--- src/rtl/keypad_scanner_4x4.sv ---
// rtl/keypad_scanner_4x4.sv - 4x4 key matrix column scanner with scan-level debounce
// Drives one column low at a time, samples synchronised rows, commits stable scans.
module keypad_scanner_4x4 #(
  parameter int CLK_DIV        = 4,
  parameter int DEBOUNCE_SCANS = 3
) (
  input  logic        clk,
  input  logic        rst,
  input  logic [3:0]  rows_in,
  output logic [3:0]  cols_out,
  output logic [15:0] keys_out,
  output logic        key_valid,
  output logic        key_event
);

  localparam int DW = (CLK_DIV > 2) ? $clog2(CLK_DIV) : 1;

  typedef enum logic [1:0] {COL0, COL1, COL2, COL3} col_state_t;

  col_state_t     state, state_next;
  logic [DW-1:0]  div, div_next;
  logic           tick;
  logic [3:0]     sync1, sync2;
  logic [15:0]    raw, raw_next;
  logic [15:0]    prev;
  logic [3:0]     cnt, cnt_upd;
  logic           scan_done;
  logic           commit;

  assign cols_out = ~(4'b0001 << state);

  always_comb begin
    tick       = (div == DW'(CLK_DIV - 1));
    div_next   = tick ? '0 : div + DW'(1);
    state_next = state;
    raw_next   = raw;
    scan_done  = 1'b0;
    cnt_upd    = cnt;
    commit     = 1'b0;
    if (tick) begin
      state_next = col_state_t'(state + 2'd1);
      for (int r = 0; r < 4; r++) begin
        raw_next[r*4 + int'(state)] = ~sync2[r];
      end
      scan_done = (state == COL3);
    end
    // raw_next already carries the column-3 sample, so it is the complete scan
    if (scan_done) begin
      if (raw_next == prev) begin
        cnt_upd = (cnt == 4'd15) ? 4'd15 : cnt + 4'd1;
      end else begin
        cnt_upd = 4'd1;
      end
      commit = (cnt_upd >= 4'(DEBOUNCE_SCANS)) && (raw_next != keys_out);
    end
  end

  always_ff @(posedge clk) begin
    if (rst) begin
      state     <= COL0;
      div       <= '0;
      sync1     <= 4'b1111;
      sync2     <= 4'b1111;
      raw       <= '0;
      prev      <= '0;
      cnt       <= '0;
      keys_out  <= '0;
      key_valid <= 1'b0;
      key_event <= 1'b0;
    end else begin
      state     <= state_next;
      div       <= div_next;
      sync1     <= rows_in;
      sync2     <= sync1;
      raw       <= raw_next;
      key_event <= commit;
      if (scan_done) begin
        prev <= raw_next;
        cnt  <= cnt_upd;
      end
      if (commit) begin
        keys_out  <= raw_next;
        key_valid <= |raw_next;
      end
    end
  end

endmodule

--- config.mk ---
export PLATFORM = sky130hd
export DESIGN_NAME = keypad_scanner_4x4
export DESIGN_NICKNAME = d
export VERILOG_FILES = /design/src/rtl/keypad_scanner_4x4.sv
export SDC_FILE = /design/constraint.sdc
export NUM_CORES = 1
export LEC_CHECK = 0
export BUFFER_PORTS_ARGS = -buffer_cell sky130_fd_sc_hd__buf_2
export CORE_AREA = 4 4 65 112
export CTS_CLUSTER_DIAMETER = 50
export CTS_CLUSTER_SIZE = 10
export DETAILED_ROUTE_END_ITERATION = 8
export DIE_AREA = 0 0 69 116
export PLACE_DENSITY = 0.76
export SYNTH_ARGS = -nofsm -noshare
export SYNTH_HDL_FRONTEND = slang
export SYNTH_SLANG_ARGS = --single-unit
--- constraint.sdc ---
create_clock -name clk -period 6.3 [get_ports clk]
set_input_delay 1.26 -clock clk [delete_from_list [all_inputs] [get_ports clk]]
set_output_delay 1.26 -clock clk [all_outputs]
set_load 0.03 [all_outputs]
==> results of run 1 <==
==> through the flow <==
stage	total power (W)	instances
6_report	0.00111	513
5_1_grt	0.00114	513
4_1_cts	0.00112	513
3_5_place_dp	0.000500	497
3_3_place_gp	0.000498	497
2_1_floorplan	0.000483	409
==> metal layers <==
layer / vias to the layer above / GRT usage [%]
li1: 1512 / -
met1: 1505 / 30.6
met2: 171 / 45.0
met3: 55 / 6.51
met4: 0 / 17.7
met5: - / 0
==> worst min path at each step <==
stage          depth (start not counted)       end      from  slack (ns)
2_1_floorplan                          1  sync2[0]  sync1[0]        0.39
3_3_place_gp                           1  sync2[1]  sync1[1]        0.39
3_5_place_dp                           1  sync2[3]  sync1[3]        0.40
4_1_cts                                1  sync2[1]  sync1[1]        0.41
5_1_grt                                1  sync2[0]  sync1[0]        0.43
6_report                               1  sync2[1]  sync1[1]        0.41
==> critical path, stage by stage (launching register included) <==
cell and delay [ns]:
dfxtp_1 0.34, ha_1 0.16, buf_4 0.38, a21oi_1 0.25, o21ai_0 0.34, nand4_1 0.22
nor4_1 0.70, nand2_1 0.24, o41ai_1 0.33
==> cell usage in the layout (no fill, tap or decap), types with 5 or more instances in the layout <==
master and n:
a211oi_1 14, a21bo_2 5, a21oi_1 17, and2_1 9, and3_1 5, buf_2 27
clkbuf_16 9, dfxtp_1 66, ha_1 7, inv_1 18, mux2_2 7, mux2_4 9
mux2i_1 9, nand2_1 12, nand3_1 8, nand4_1 7, nor2_1 39, nor2b_1 21
nor3_1 10, o2111ai_1 5, o211ai_1 5, o21ai_0 11, or2_2 8, xnor2_1 11
xor2_1 11
==> where the power goes <==
part	switching, W	internal [W]	leakage, nW
combinational	0.0000414	0.0000217	1.06
sequential	0.00000794	0.000423	0.534
clock	0.000178	0.000436	0.180
total	0.000228	0.000881	1.78
==> state kept, by name, summed over array words and instances (netlist names) <==
signal,count
key_event,1
div,2
cnt,4
raw,16
prev,16
sync1,4
keys_out,16
sync2,4
key_valid,1
state,2
==> cell type report <==
type,instances,area (um^2),share of cell area (%)
clock inverter,5,125,3.02
timing repair buffer,31,165,3.99
clock buffer,11,243,5.86
inverter,18,67.6,1.63
sequential,66,1320,31.9
multi-input combinational,300,2120,51.1
tap,82,103,2.48
==> cell families after synthesis <==
logic type | Yosys count | synth area share, %
adder cells (fa/ha/maj) | 7 | 2.41
AO/OA/AOI/OAI | 98 | 19.9
XOR/XNOR | 22 | 5.31
flip-flops | 66 | 36.4
AND/OR/NAND/NOR | 148 | 22.4
buffers and inverters | 43 | 5.24
multiplexers | 25 | 8.38
==> qor.yml, run 1 <==
post-route-cell-area_mm2: 0.00414
diodes: 0
start_kind: "flip-flop"
clock-sinks: 66
reg2reg_slack_ns: 3.23
yosysWarnings: 0
grt_max_degree: 64
reg2reg_depth: 8
synth_top_area_cell: "dfxtp_1"
yosys-top-cells-area: "dfxtp_1 36%, nor2_1 4.0%, mux2_4 3.7%"
finalSetupViolCount: 0
crit_path_end_kind: "flip-flop"
rows: 39
fin_ws_ns: 3.23
rsz0062_at_grt: "no"
r2r-start: "div[0]"
clockBufferDepth: 2
max_freq_mhz: 326
dp_hpwl_um: 7210
start_util_pct: 56.3
num-fill-cells: 570
wl_met3_um: 609
io_pins: 28
antenna_left: 0
timing_hold_violations_final: 0
final_core_util_pct: 64.3
drt_iter0_drc: 229
nets: 439
grt_remaining_overflow: 0
fin_skew_ns: 0.00393
cts-root-buf: "clkbuf_16"
cap_violations: 0
synth_commonest_cells: "66 x dfxtp_1, 39 x nor2_1, 21 x nor2b_1, 18 x inv_1, 17 x a21oi_1"
grt_usage_pct: 27.0
drc: 0
top_layer_used: "met4"
synth_top_area_share_pct: 36.4
max_slew_margin_pct: 51.0
holdBufCountCts: 0
placed_area_mm2: 0.00377
clk_pin_slew_ns: 0.05
cts_tree: "built"
path_class: "flip-flop to flip-flop"
drive_gt1_share_pct: 19.5
worstPathMaxFanout: 42
async_flop_share_pct: 0
arrival_ns: 3.30
antenna_found_initial: 0
synth_edf_count: 0
r2r_end: "cnt[1]"
finalWirelength_um: 10100
synth_fp_nets: 422
power_leakage_nw: 1.78
place_ws_ns: 3.39
vdd_drop_max_uv: 230
die_y_um: 116
numCtsBuffers: 9
io_buffer_count: 27
ys_seq_elements: 66
wl_met2_um: 4980
firstDrtPassIters: 5
crit_path_end: "cnt[1]"
area_growth_pct: 14.1
hold_slack_ns: 0.411
hold_class: "flip-flop to flip-flop"
avgSynthCellArea_um2: 8.87
post-cts-setup-buffers: 0
cts_htree_levels: 3
cts_resized: 0
grt_pass1_wl_um: 16800
grt_pass1_vias: 3290
clock_latency_ns: 0.33
vias_per_cell: 6.32
synth-seq-area-share_pct: 36.4
die_x_um: 69
wl_per_cell_um: 19.7
status: "completed"
netlist_instances: 409
worstPathRequired_ns: 6.53
wl_met1_um: 3870
fp.coreArea_mm2: 0.00644
synth.most_common_cell: "dfxtp_1"
period_minus_slack_ns: 3.07
crit_start: "div[0]"
gp_congestion: 1.05
netlist_area_mm2: 0.00363
tightest_slew_ns: 0.728
report.final.slew_viol_count: 0
synth_ff_type: "dfxtp_1"
yosysUniqueCellTypes: 60
die_area_mm2: 0.00800
min_period_over_period_pct: 48.7
fin_tns_setup_ns: 0
vias: 3243
pwr_density_cell_mw_per_mm2: 268
Note: power is estimated with default switching activity, not from simulation.
==> inputs of run 2 (changes only) <==
--- a/config.mk
+++ b/config.mk
@@ -5,12 +5,13 @@
 export SDC_FILE = /design/constraint.sdc
 export NUM_CORES = 1
 export LEC_CHECK = 0
+export ABC_AREA = 1
 export BUFFER_PORTS_ARGS = -buffer_cell sky130_fd_sc_hd__buf_2
-export CORE_AREA = 4 4 65 112
+export CORE_AREA = 4 4 62 106
 export CTS_CLUSTER_DIAMETER = 50
 export CTS_CLUSTER_SIZE = 10
 export DETAILED_ROUTE_END_ITERATION = 8
-export DIE_AREA = 0 0 69 116
+export DIE_AREA = 0 0 66 110
 export PLACE_DENSITY = 0.76
 export SYNTH_ARGS = -nofsm -noshare
 export SYNTH_HDL_FRONTEND = slang
==> constraint.sdc (replaced) <==
create_clock -name clk -period 3 [get_ports clk]
set_input_delay 0.6 -clock clk [delete_from_list [all_inputs] [get_ports clk]]
set_output_delay 0.6 -clock clk [all_outputs]
set_load 0.03 [all_outputs]
==> run 2 against run 1 <==
- sequential power grew 110%
- area after synthesis shrank 11%
- synthesized cell count grew 14%
- cell count grew 16%
- clock-buffer cell count grew 3
- fmax grew 11%
- core utilization grew 2.9 points
- critical path type unchanged
- critical endpoint is now keys_out[3]
==> qor.yml, run 2 <==
path_class: "flip-flop to flip-flop"  # unchanged
numCtsBuffers: 9  # unchanged
antenna_found_initial: 0  # unchanged
clock_latency_ns: 0.35  # was 0.33 ns
worstPathMaxFanout: 22  # was 42
arrival_ns: 3.01  # was 3.30 ns
rsz0062_at_grt: "no"  # unchanged
fin_tns_setup_ns: 0  # unchanged
r2r-start: "div[0]"  # unchanged
rows: 36  # was 39
fp.coreArea_mm2: 0.00563  # was 0.00644 mm^2
period_minus_slack_ns: 2.77  # was 3.07 ns
cp_slowest_stage_delay_ns: 0.34  # was 0.70 ns
gp_congestion: 0.923  # was 1.05
vias: 3114  # was 3,243
synth_commonest_cells: "107 x nand2_1, 66 x dfxtp_1, 56 x nor2_1, 45 x inv_1, 41 x nand3_1"  # was 66 x dfxtp_1, 39 x nor2_1, 21 x nor2b_1, 18 x inv_1, 17 x a21oi_1
drt_iter0_drc: 224  # was 229
synth_edf_count: 0  # unchanged
synth_top_area_share_pct: 40.9  # was 36.4%
grt_pass1_vias: 2923  # was 3,290
clk_pin_slew_ns: 0.07  # was 0.05 ns
grt_remaining_overflow: 0  # unchanged
reg_top3: "keys_out: 16 flops, prev: 16 flops, raw: 16 flops"  # unchanged
yosysUniqueCellTypes: 28  # was 60
final_core_util_pct: 67.2  # was 64.3%
max_slew_margin_pct: 54.7  # was 51.0%
drc: 0  # unchanged
crit_chain: "ha_1 > buf_4 > nand2_1 > buf_4 > nand2_1 > nand2_1 > buf_4 > nand2_1 > nand2_1 > nor2_1 > nand2_1 > nor2_4 > nand4_1 > nand2_4 > buf_12 > nand3_1 > nand2_1 > nor2_1"  # was ha_1 > buf_4 > a21oi_1 > o21ai_0 > nand4_1 > nor4_1 > nand2_1 > o41ai_1
nets: 526  # was 439
synth.most_common_cell: "nand2_1"  # was dfxtp_1
vdd_drop_max_uv: 387  # was 230 uV
start_util_pct: 57.4  # was 56.3%
placed_area_mm2: 0.00358  # was 0.00377 mm^2
grt_usage_pct: 25.4  # was 27.0%
io_buffer_count: 27  # unchanged
finalWirelength_um: 8280  # was 10,100 um
netlist_area_mm2: 0.00323  # was 0.00363 mm^2
die_x_um: 66  # was 69 um
tightest_slew_ns: 0.678  # was 0.728 ns
area_growth_pct: 17.1  # was 14.1%
hp-start: "sync1[2]"  # was sync1[1]
synth_fp_nets: 479  # was 422
start_kind: "flip-flop"  # unchanged
min_period_over_period_pct: 92.2  # was 48.7%
crit_path_end_kind: "flip-flop"  # unchanged
max_freq_mhz: 361  # was 326 MHz
r2r_end: "keys_out[3]"  # was cnt[1]
reg2reg_depth: 18  # was 8
synth_top_area_cell: "dfxtp_1"  # unchanged
finalSetupViolCount: 0  # unchanged
timing_hold_violations_final: 0  # unchanged
cp_common_cell: "nand2_1"
reg2reg_slack_ns: 0.23  # was 3.23 ns
holdBufCountCts: 0  # unchanged
cts_tree: "built"  # unchanged
drive_gt1_share_pct: 17.8  # was 19.5%
layout_commonest_cell: "nand2_1"  # was dfxtp_1
avgSynthCellArea_um2: 6.94  # was 8.87 um^2
report.final.slew_viol_count: 0  # unchanged
grt_max_degree: 38  # was 64
synth-seq-area-share_pct: 40.9  # was 36.4%
power_leakage_nw: 1.77  # was 1.78 nW
clock-sinks: 66  # unchanged
wl_per_cell_um: 13.9  # was 19.7 um
layout_common_cells: "107 x nand2_1, 66 x dfxtp_1, 56 x nor2_1, 45 x inv_1, 41 x nand3_1"  # was 66 x dfxtp_1, 39 x nor2_1, 27 x buf_2, 21 x nor2b_1, 18 x inv_1
die_area_mm2: 0.00726  # was 0.00800 mm^2
worst_path_max_delay_cell: "dfxtp_1"  # was nor4_1
synth_ff_type: "dfxtp_1"  # unchanged
diodes: 0  # unchanged
hold_class: "flip-flop to flip-flop"  # unchanged
cts-root-buf: "clkbuf_8"  # was clkbuf_16
hold_path_depth: 1  # unchanged
dp_hpwl_um: 6090  # was 7210 um
antenna_left: 0  # unchanged
ys_seq_elements: 66  # unchanged
pwr_density_cell_mw_per_mm2: 488  # was 268 mW/mm^2
die_y_um: 110  # was 116 um
fin_skew_ns: 0.00671  # was 0.00393 ns
netlist_instances: 466  # was 409
cts_htree_levels: 3  # unchanged
grt_pass1_wl_um: 13800  # was 16,800 um
holdPathEnd: "sync2[2]"  # was sync2[1]
vias_per_cell: 5.24  # was 6.32
hold_slack_ns: 0.407  # was 0.411 ns
yosysWarnings: 0  # unchanged
clockBufferDepth: 2  # unchanged
io_pins: 28  # unchanged
post-route-cell-area_mm2: 0.00378  # was 0.00414 mm^2
firstDrtPassIters: 7  # was 5
cap_violations: 0  # unchanged
worstPathRequired_ns: 3.24  # was 6.53 ns
yosys-top-cells-area: "dfxtp_1 41%, nand2_1 12%, nor2_1 6.5%"  # was dfxtp_1 36%, nor2_1 4.0%, mux2_4 3.7%
async_flop_share_pct: 0  # unchanged
status: "completed"  # unchanged
run 2: cell type report:
class | instances | area, um^2
fill | 541 | 1850
multi-input combinational | 333 | 1640
sequential | 66 | 1320
timing repair buffer | 54 | 350
inverter | 49 | 184
clock buffer | 14 | 163
tap | 76 | 95.1
clock inverter | 2 | 35.0
run 2: routing by layer:
layer  up-vias  track usage (%)  part of all wire, %
li1       1587                -                    -
met1      1399             27.1                   38
met2        91             44.4                   52
met3        37             5.68                  4.3
met4         0             16.0                  5.7
met5         -                0                    0
run 2: worst max path at each step:
stage	cells past startpoint	slack [ns]	startpoint	to
after floorplan	16	0.96	state[0]	keys_out[11]
after global placement	14	0.14	state[0]	key_valid
after detailed placement	15	0.08	state[0]	key_valid
after CTS	15	0.06	state[0]	key_valid
after global routing	18	0.02	div[0]	keys_out[7]
final	18	0.23	div[0]	keys_out[3]
run 2: cells by family (layout without fill, tap and decap cells):
| logic type | after synthesis | count (layout) | share of synthesized area, % |
|---|---|---|---|
| AOI/OAI and AO/OA | 67 | 67 | 10.4 |
| and+or+nand+nor | 253 | 253 | 35.5 |
| adders and majority gates | 7 | 7 | 2.71 |
| xor gates and xnor gates | 6 | 6 | 1.63 |
| buffers and inverters | 67 | 119 | 8.82 |
| DFF | 66 | 66 | 40.9 |
run 2: repair_timing:
action | CTS | global route
hold endpoints to repair | 0 | 0
resized for setup | 0 | 2
setup buffers | 0 | 0
endpoints found under the setup margin | 0 | 18
run 2: report_power, final:
part           leakage (nW)  total [W]  internal [W]  switching (W)
Sequential            0.534   0.000900      0.000891     0.00000840
Combinational          1.13   0.000197     0.0000697       0.000127
Clock                 0.101   0.000752      0.000429       0.000323
Total                  1.77    0.00185       0.00139       0.000459
run 2: critical path: cells and delay by family (launching register included):
| family | cells | cell delay [ns] |
|---|---|---|
| adders and majority gates | 1 | 0.18 |
| buffers and inverters | 4 | 0.72 |
| DFF | 1 | 0.34 |
| and+or+nand+nor | 13 | 1.41 |
run 2: metrics by stage:
stage / setup WS [ns] / power (W) / std cells
final: 0.233 / 0.00185 / 594
after global routing: 0.0180 / 0.00192 / 594
after CTS: 0.0610 / 0.00185 / 594
after detailed placement: 0.0813 / 0.00111 / 578
after global placement: 0.139 / 0.00111 / 578
after floorplan: 0.965 / 0.00105 / 466
